File: src/rtl/store_checker_pkg.sv
`default_nettype none
// +--------------------------------------------------------------------+
// | Module   : store_checker_pkg                                       |
// | Purpose  : Shared types and constants for the store checker.       |
// | Revision : 1.0 - initial release                                    |
// +--------------------------------------------------------------------+
package store_checker_pkg;

   // Checker verdict states.
   typedef enum logic [2:0] {
      S_IDLE    = 3'd0,
      S_RUN     = 3'd1,
      S_PASS    = 3'd2,
      S_FAIL    = 3'd3,
      S_TIMEOUT = 3'd4
   } check_state_t;

   // Native bus width of the MIPS computer.
   localparam int unsigned c_bus_w = 32;

   // One logged store.
   // The field order matches the flat {addr, data, pc} packing used by the log FIFO.
   typedef struct packed {
      logic [c_bus_w-1:0] addr;
      logic [c_bus_w-1:0] data;
      logic [c_bus_w-1:0] pc;
   } store_rec_t;

   // Occupancy counter width.
   // The extra bit lets the counter hold DEPTH itself.
   function automatic int unsigned count_width(input int unsigned depth);
      return $clog2(depth) + 1;
   endfunction

   localparam int unsigned c_def_depth = 8;
   localparam int unsigned c_cnt_w     = count_width(c_def_depth);

endpackage
`default_nettype wire

File: src/rtl/store_checker_write_log_fifo.sv
`default_nettype none
// +--------------------------------------------------------------------+
// | Module   : write_log_fifo                                          |
// | Purpose  : Show-ahead store-log FIFO with sticky overflow flag.    |
// | Revision : 1.0 - initial release                                    |
// +--------------------------------------------------------------------+
module write_log_fifo
   import store_checker_pkg::*;
#(
   parameter int unsigned DEPTH = 8,
   parameter int unsigned N     = 32,
   localparam int unsigned c_rec_w = 3 * N,
   localparam int unsigned c_ptr_w = $clog2(DEPTH),
   localparam int unsigned c_cw    = count_width(DEPTH)
) (
   input  logic               clk,
   input  logic               reset,
   input  logic               push,
   input  logic               pop,
   input  logic [c_rec_w-1:0] push_rec,
   output logic [c_rec_w-1:0] head_rec,
   output logic               valid,
   output logic [c_cw-1:0]    count,
   output logic               full,
   output logic               overflow
);

   logic [c_rec_w-1:0] mem_q [DEPTH];
   logic [c_rec_w-1:0] mem_d [DEPTH];
   logic [c_ptr_w-1:0] wr_ptr_q, wr_ptr_d, rd_ptr_q, rd_ptr_d;
   logic [c_cw-1:0]    count_q, count_d;
   logic               overflow_q, overflow_d;
   logic [c_rec_w-1:0] head_q, head_d;
   logic               full_w, empty_w, pop_acc_w, push_acc_w;

   // Next-state logic for the FIFO.
   // Full and empty come from the occupancy count.
   // Popping frees a slot, so a push into a full log is accepted in the same cycle.
   always_comb begin
      full_w     = (count_q == c_cw'(DEPTH));
      empty_w    = (count_q == '0);
      pop_acc_w  = pop && !empty_w;
      push_acc_w = push && (!full_w || pop_acc_w);
      mem_d      = mem_q;
      wr_ptr_d   = wr_ptr_q;
      rd_ptr_d   = rd_ptr_q;
      count_d    = count_q;
      overflow_d = overflow_q;
      head_d     = head_q;
      if (push_acc_w) begin
         mem_d[wr_ptr_q] = push_rec;
         wr_ptr_d        = wr_ptr_q + c_ptr_w'(1);
      end
      if (pop_acc_w) begin
         rd_ptr_d = rd_ptr_q + c_ptr_w'(1);
      end
      if (push_acc_w && !pop_acc_w) begin
         count_d = count_q + c_cw'(1);
      end else if (!push_acc_w && pop_acc_w) begin
         count_d = count_q - c_cw'(1);
      end
      if (push && !push_acc_w) begin
         overflow_d = 1'b1;
      end
      // The head register only updates while the log is non-empty.
      // When the log drains, the head keeps its last value.
      // A push lands at the head only when it leaves exactly one entry.
      if (count_d != '0) begin
         head_d = (push_acc_w && (wr_ptr_q == rd_ptr_d)) ? push_rec : mem_q[rd_ptr_d];
      end
   end

   // FIFO state registers.
   always_ff @(posedge clk) begin
      if (reset) begin
         for (int i = 0; i < int'(DEPTH); i++) begin
            mem_q[i] <= '0;
         end
         wr_ptr_q   <= '0;
         rd_ptr_q   <= '0;
         count_q    <= '0;
         overflow_q <= 1'b0;
         head_q     <= '0;
      end else begin
         mem_q      <= mem_d;
         wr_ptr_q   <= wr_ptr_d;
         rd_ptr_q   <= rd_ptr_d;
         count_q    <= count_d;
         overflow_q <= overflow_d;
         head_q     <= head_d;
      end
   end

   assign head_rec = head_q;
   assign valid    = (count_q != '0);
   assign count    = count_q;
   assign full     = (count_q == c_cw'(DEPTH));
   assign overflow = overflow_q;

endmodule
`default_nettype wire

File: config.mk
export PLATFORM = sky130hd
export DESIGN_NAME = write_log_fifo
export DESIGN_NICKNAME = d
export VERILOG_FILES = /design/src/rtl/store_checker_pkg.sv /design/src/rtl/store_checker_write_log_fifo.sv
export SDC_FILE = /design/constraint.sdc
export NUM_CORES = 2
export LEC_CHECK = 0
export BUFFER_PORTS_ARGS = -buffer_cell sky130_fd_sc_hd__buf_2
export CORE_UTILIZATION = 40
export CTS_BUF_LIST = sky130_fd_sc_hd__clkbuf_8
export DETAILED_ROUTE_END_ITERATION = 6
export GPL_TIMING_DRIVEN = 1
export SYNTH_ARGS = -nofsm -noshare
export SYNTH_HDL_FRONTEND = slang
export SYNTH_SLANG_ARGS = --single-unit
File: constraint.sdc
create_clock -name clk -period 3.3 [get_ports clk]
set_clock_uncertainty 0.2 [all_clocks]
set_input_delay 0.825 -clock clk [delete_from_list [all_inputs] [get_ports clk]]
set_output_delay 0.825 -clock clk [all_outputs]
set_load 0.05 [all_outputs]
After elaboration in Yosys (flattened, before gate mapping)
Cells that the tools add are included.

Eq/ne operators: 2. Bitwise logic cells: 2. Reductions and logical operators: 15. Magnitude comparators: 3. Add/sub/neg operators: 4. Mux-type cells: 10.

Operator list (count): 768-bit bitwise mux (1); 96-bit 2-to-1 mux (4); 96-bit binary-select mux with 3-bit select (1); 96-bit demux with 3-bit select (1); 4-bit >= comparator (second input constant) (2); 4-bit 2-to-1 mux (2); 3-bit inverter with 4-bit output (2); 4-bit nonzero test (2); 1-bit logical AND (7); 3-bit by 1-bit adder with 3-bit output (second input constant) (2); 4-bit by 1-bit adder with 4-bit output (second input constant) (1); 4-bit == test (second input constant) (1); 1-bit zero test (4); 4-bit zero test (1); 4-bit by 1-bit < comparator with 1-bit output (second input constant) (1); 4-bit by 1-bit subtractor with 4-bit output (second input constant) (1); 3-bit == test (1); 3-bit 2-to-1 mux (1); 1-bit logical OR (1).

Output and inout bits: 103. Bits of input ports: 100. Flip-flop bits (word level): 875.

Longest topological paths before layout
Word-level depth: 10. Mapped depth: 12.

Least setup slack after synthesis
Ideal clock, no wire load.

Kind: register to register. Start: register count_q[0] (netlist: count[0]). End: register head_q[62] (netlist: head_rec[62]). Path buffers: 2. Arrival time: 3331 ps. Stages on the path, launching flop included: 12. Path slack: -319 ps. Path through: dfxtp_1 > inv_1 > ha_1 > nor3b_1 > inv_1 > a211o_1 > xnor2_1 > nand4_1 > clkbuf_1 > clkbuf_1 > nand3_1 > a311oi_2.

Longest elaborated chain between the ends: 10. Elaborated cells on any way between the ends: 24. Those cells by class: 2 x add/sub; 2 x eq/ne; 7 x mux; 1 x bitwise; 12 x reduce/logical.

RTL lines: start: declaration (RTL line store_checker_write_log_fifo.sv:31) `logic [c_cw-1:0] count_q, count_d;`; start signal: assignment (RTL line store_checker_write_log_fifo.sv:88) `count_q <= count_d;`; branches (longest 10 deep; another with 96-bit binary-select mux with 3-bit select); end signal: assignment (RTL line store_checker_write_log_fifo.sv:83) `head_q <= '0;`; end signal: assignment (RTL line store_checker_write_log_fifo.sv:90) `head_q <= head_d;`; end: declaration (RTL line store_checker_write_log_fifo.sv:33) `logic [c_rec_w-1:0] head_q, head_d;`.

Several ways; the timed one is not identified. The select of a mux whose other input is x is not followed. A chain may end at the register's enable or synchronous reset.

Final worst setup path
Start: register count_q[1] (netlist: count[1]). End: output port full.

Longest elaborated chain between the ends: 1.

RTL lines: 4-bit == test (RTL line store_checker_write_log_fifo.sv:97) `assign full = (count_q == c_cw'(DEPTH));`; end: declaration (RTL line store_checker_write_log_fifo.sv:24) `output logic full,`.

No other way between the ends.

==> impl_metrics.csv <==
group,metric,value,unit
final_layout,final_nets,5083,
timing,post-route-min-period,3170,ps
global_route,grt-ovfl-total,0,
clock_network,cts_setup_buffers,0,
worst_setup_path,r2r-start,"count[0]",
global_route,grt_pass1_vias,32700,
logic_synthesis,yosys_warnings,0,
worst_setup_path,slowest_stage,"dfxtp_2",
worst_setup_path,cp.depth,7,
clock_network,clock_latency,840,ps
floorplanning,core,92100,um2
logic_synthesis,yosys_most_used_dff,"dfxtp_1",
timing,setup_tns,0,ps
flow_run,cap_violations,0,
worst_setup_path,worst-path-buf-inv,4,
timing,setup_violations,0,
worst_setup_path,start_kind,"flop",
worst_setup_path,end_kind,"output port",
worst_setup_path,critPathArrivalTime,2140,ps
worst_setup_path,cp-endpoint,"full",
timing,hold_violations,0,
worst_setup_path,rr_endpoint,"head_rec[74]",
timing,finalCritPeriodShare,96.0,%
clock_network,clockRootBuffer,"clkbuf_8",
global_route,grt_pass1_wl,200000,um
worst_setup_path,slowest_delay,340,ps
placed_design,place_area,40700,um2
global_route,grtUsageTotal,27.2,%
final_layout,regArea,17500,um2
logic_synthesis,syn-instance-count,4962,
final_layout,mostFrequentLayoutCell,"nand2_1",
routing,ant_nets,0,
global_route,antenna_found_initial,20,
placed_design,numPortBuffers,202,
clock_network,cts_resized,4,
logic_synthesis,syn-mean-instance-area,7.53,um2
clock_network,cts_max_level,4,
floorplanning,row_count,111,
final_layout,nFillCells,9077,
clock_network,cts_tree,"done",
logic_synthesis,ys_seq_area_share,46.9,%
final_layout,multiInputGateArea,17900,um2
floorplanning,initial_utilization,40.6,%
worst_setup_path,crit_path_frequent_cell,"buf_4",
logic_synthesis,synthesis.area,37400,um2
final_layout,final_cell_mix,"2027 x nand2_1, 873 x dfxtp_1, 772 x a21oi_1, 200 x buf_2",
final_layout,drive_gt1_share,13.2,%
logic_synthesis,synth.distinct_cells,50,
routing,first_iter_violations,3478,
timing,rsz0062_at_grt,"false",
floorplanning,die_w,308,um
logic_synthesis,synth_enable_flop_cells,0,
timing,slew_violations,0,
power,powerDensity,836,nW/um2
worst_setup_path,crit_path_start,"count[1]",
routing,vias_per_cell,5.55,
worst_setup_path,path_class,"flop to output port",
power,p_leak,15.4,nW
placed_design,hpwl,73500,um
timing,max_freq,316,MHz
routing,wl,132000,um
routing,vias,35300,
clock_network,hold_buffers,0,
outcome,status,"finished, final reports clean",
clock_network,clk_pin_slew,60,ps
floorplanning,io_pins,203,
worst_setup_path,cp_cell_sequence,"inv_1 -> ha_4 -> buf_4 -> nor2b_2 -> buf_4 -> and2_1 -> buf_6",
clock_network,cts_sinks,875,
final_layout,synthToLayoutAreaGrowth,17.4,%
hold_path,min_path_type,"input port to flop",
power,power,36.7,mW
timing,maxSlewHeadroom,50.6,%
floorplanning,dieArea,94600,um2
clock_network,cts_inserted_buffers,148,
clock_network,cts_buffer_depth,3,
global_route,grt_max_degree,105,
power,vdd_drop_max,941,uV
floorplanning,die_y,308,um
routing,drc,0,
timing,tightest_slew,740,ps
placed_design,globalplace.congestion,0.792,
routing,first_pass_iters,6,
logic_synthesis,postSynthNetCount,5066,
logic_synthesis,async_reset_ff_share,0,%
worst_setup_path,critPathMaxFanout,6,
worst_setup_path,reg2reg_depth,10,
worst_setup_path,critPathTopFamily,"buffers and inverters",
logic_synthesis,synth-seq-cells,875,
routing,post_drt_wl_per_cell,20.8,um
worst_setup_path,rrSetupSlack,330,ps
final_layout,fin_area,43900,um2
worst_setup_path,required,2270,ps
==> worst reg2reg max path, cell delays in order (launching register included) <==
cell,delay [ps]
dfxtp_2,320
inv_2,110
ha_4,160
nor3b_4,290
inv_2,150
a211o_4,400
xnor2_1,210
and4_4,360
buf_12,280
nand2_1,130
a311oi_2,290
==> cell usage after synthesis, drive strengths merged (2+ instances only) <==
master,count,area share [%]
nor4b,3,0.070
nand4b,2,0.047
o211a,2,0.054
xnor2,5,0.12
nor3b,3,0.060
nand3b,3,0.060
a211o,2,0.047
a32oi,192,4.5
mux2i,192,5.1
a31oi,2,0.033
a211oi,2,0.040
o211ai,3,0.060
o22ai,2,0.033
buf,64,0.95
dfxtp,875,47
or2,2,0.034
nor3,99,1.3
or4,2,0.040
nor2,16,0.16
nand2b,3,0.050
nor2b,7,0.12
inv,4,0.040
o21ai,4,0.054
a21oi,772,10
clkbuf,457,4.6
a311oi,96,2.9
nand3,98,1.3
ha,4,0.13
nand4,3,0.050
nand4bb,2,0.060
nand2,2028,20
==> state kept, by name (all words and copies together), names as in the netlist <==
register	flops
count	4
wr_ptr_q	3
mem_q	768
rd_ptr_q	3
overflow	1
head_rec	96
==> final cells by class <==
| class | count | area share (%) |
|---|---|---|
| diodes | 10 | 0.0571 |
| clock buffers | 189 | 5.93 |
| clock inverters | 78 | 1.22 |
| inverters | 4 | 0.0342 |
| multi-input cells | 3562 | 40.9 |
| flip-flops and latches | 875 | 40.0 |
| well taps | 1243 | 3.55 |
| repair buffers | 388 | 8.35 |
==> how the worst min path moves through the flow <==
stage,from,end,slack [ps],cells after the start
after floorplan,mem_q[0],mem_q[0],240,2
after detailed placement,mem_q[46],mem_q[46],250,2
after global routing,push_rec[1],mem_q[1],80,3
after CTS,push_rec[76],mem_q[364],30,3
final,push_rec[1],mem_q[577],100,3
after global placement,mem_q[47],mem_q[47],240,2
==> metrics by stage <==
step / std cells / hold slack [ps] / setup WS [ps] / utilization [%]
4_1_cts: 6339 / 27.8 / 7.35 / 47.6
2_1_floorplan: 4962 / 236 / 5.18 / -
3_5_place_dp: 6072 / 246 / -106 / 44.2
3_3_place_gp: 6072 / 240 / -78.7 / 44.2
5_1_grt: 6345 / 80.7 / 31.6 / 47.6
6_report: 6349 / 104 / 131 / 47.6
==> report_power, final <==
group / internal [mW] / leakage [nW] / switching, mW
clock network: 5.52 / 1.80 / 4.67
registers: 11.3 / 7.09 / 0.561
logic: 5.06 / 6.52 / 9.61
total: 21.8 / 15.4 / 14.8
==> per-layer routing <==
| layer | GRT usage [%] | part of all wire, % |
|---|---|---|
| met1 | 37.1 | 44 |
| met2 | 42.9 | 45 |
| met3 | 5.46 | 8.8 |
| met4 | 8.86 | 2.2 |
| met5 | 0 | 0.089 |
==> logic make-up (layout without fill, tap and decap cells) <==
logic type	count (synthesis)	after routing	share of synthesized area, %
DFF	875	875	46.9
buffers and inverters	525	659	5.58
and+or+nand+nor	2277	2277	23.9
AOI/OAI and AO/OA	1082	1082	18.2
muxes	193	193	5.17
adders and majority gates	4	4	0.134
other	0	10	0
xor gates and xnor gates	6	6	0.141
(Power assumes the default switching activity.)
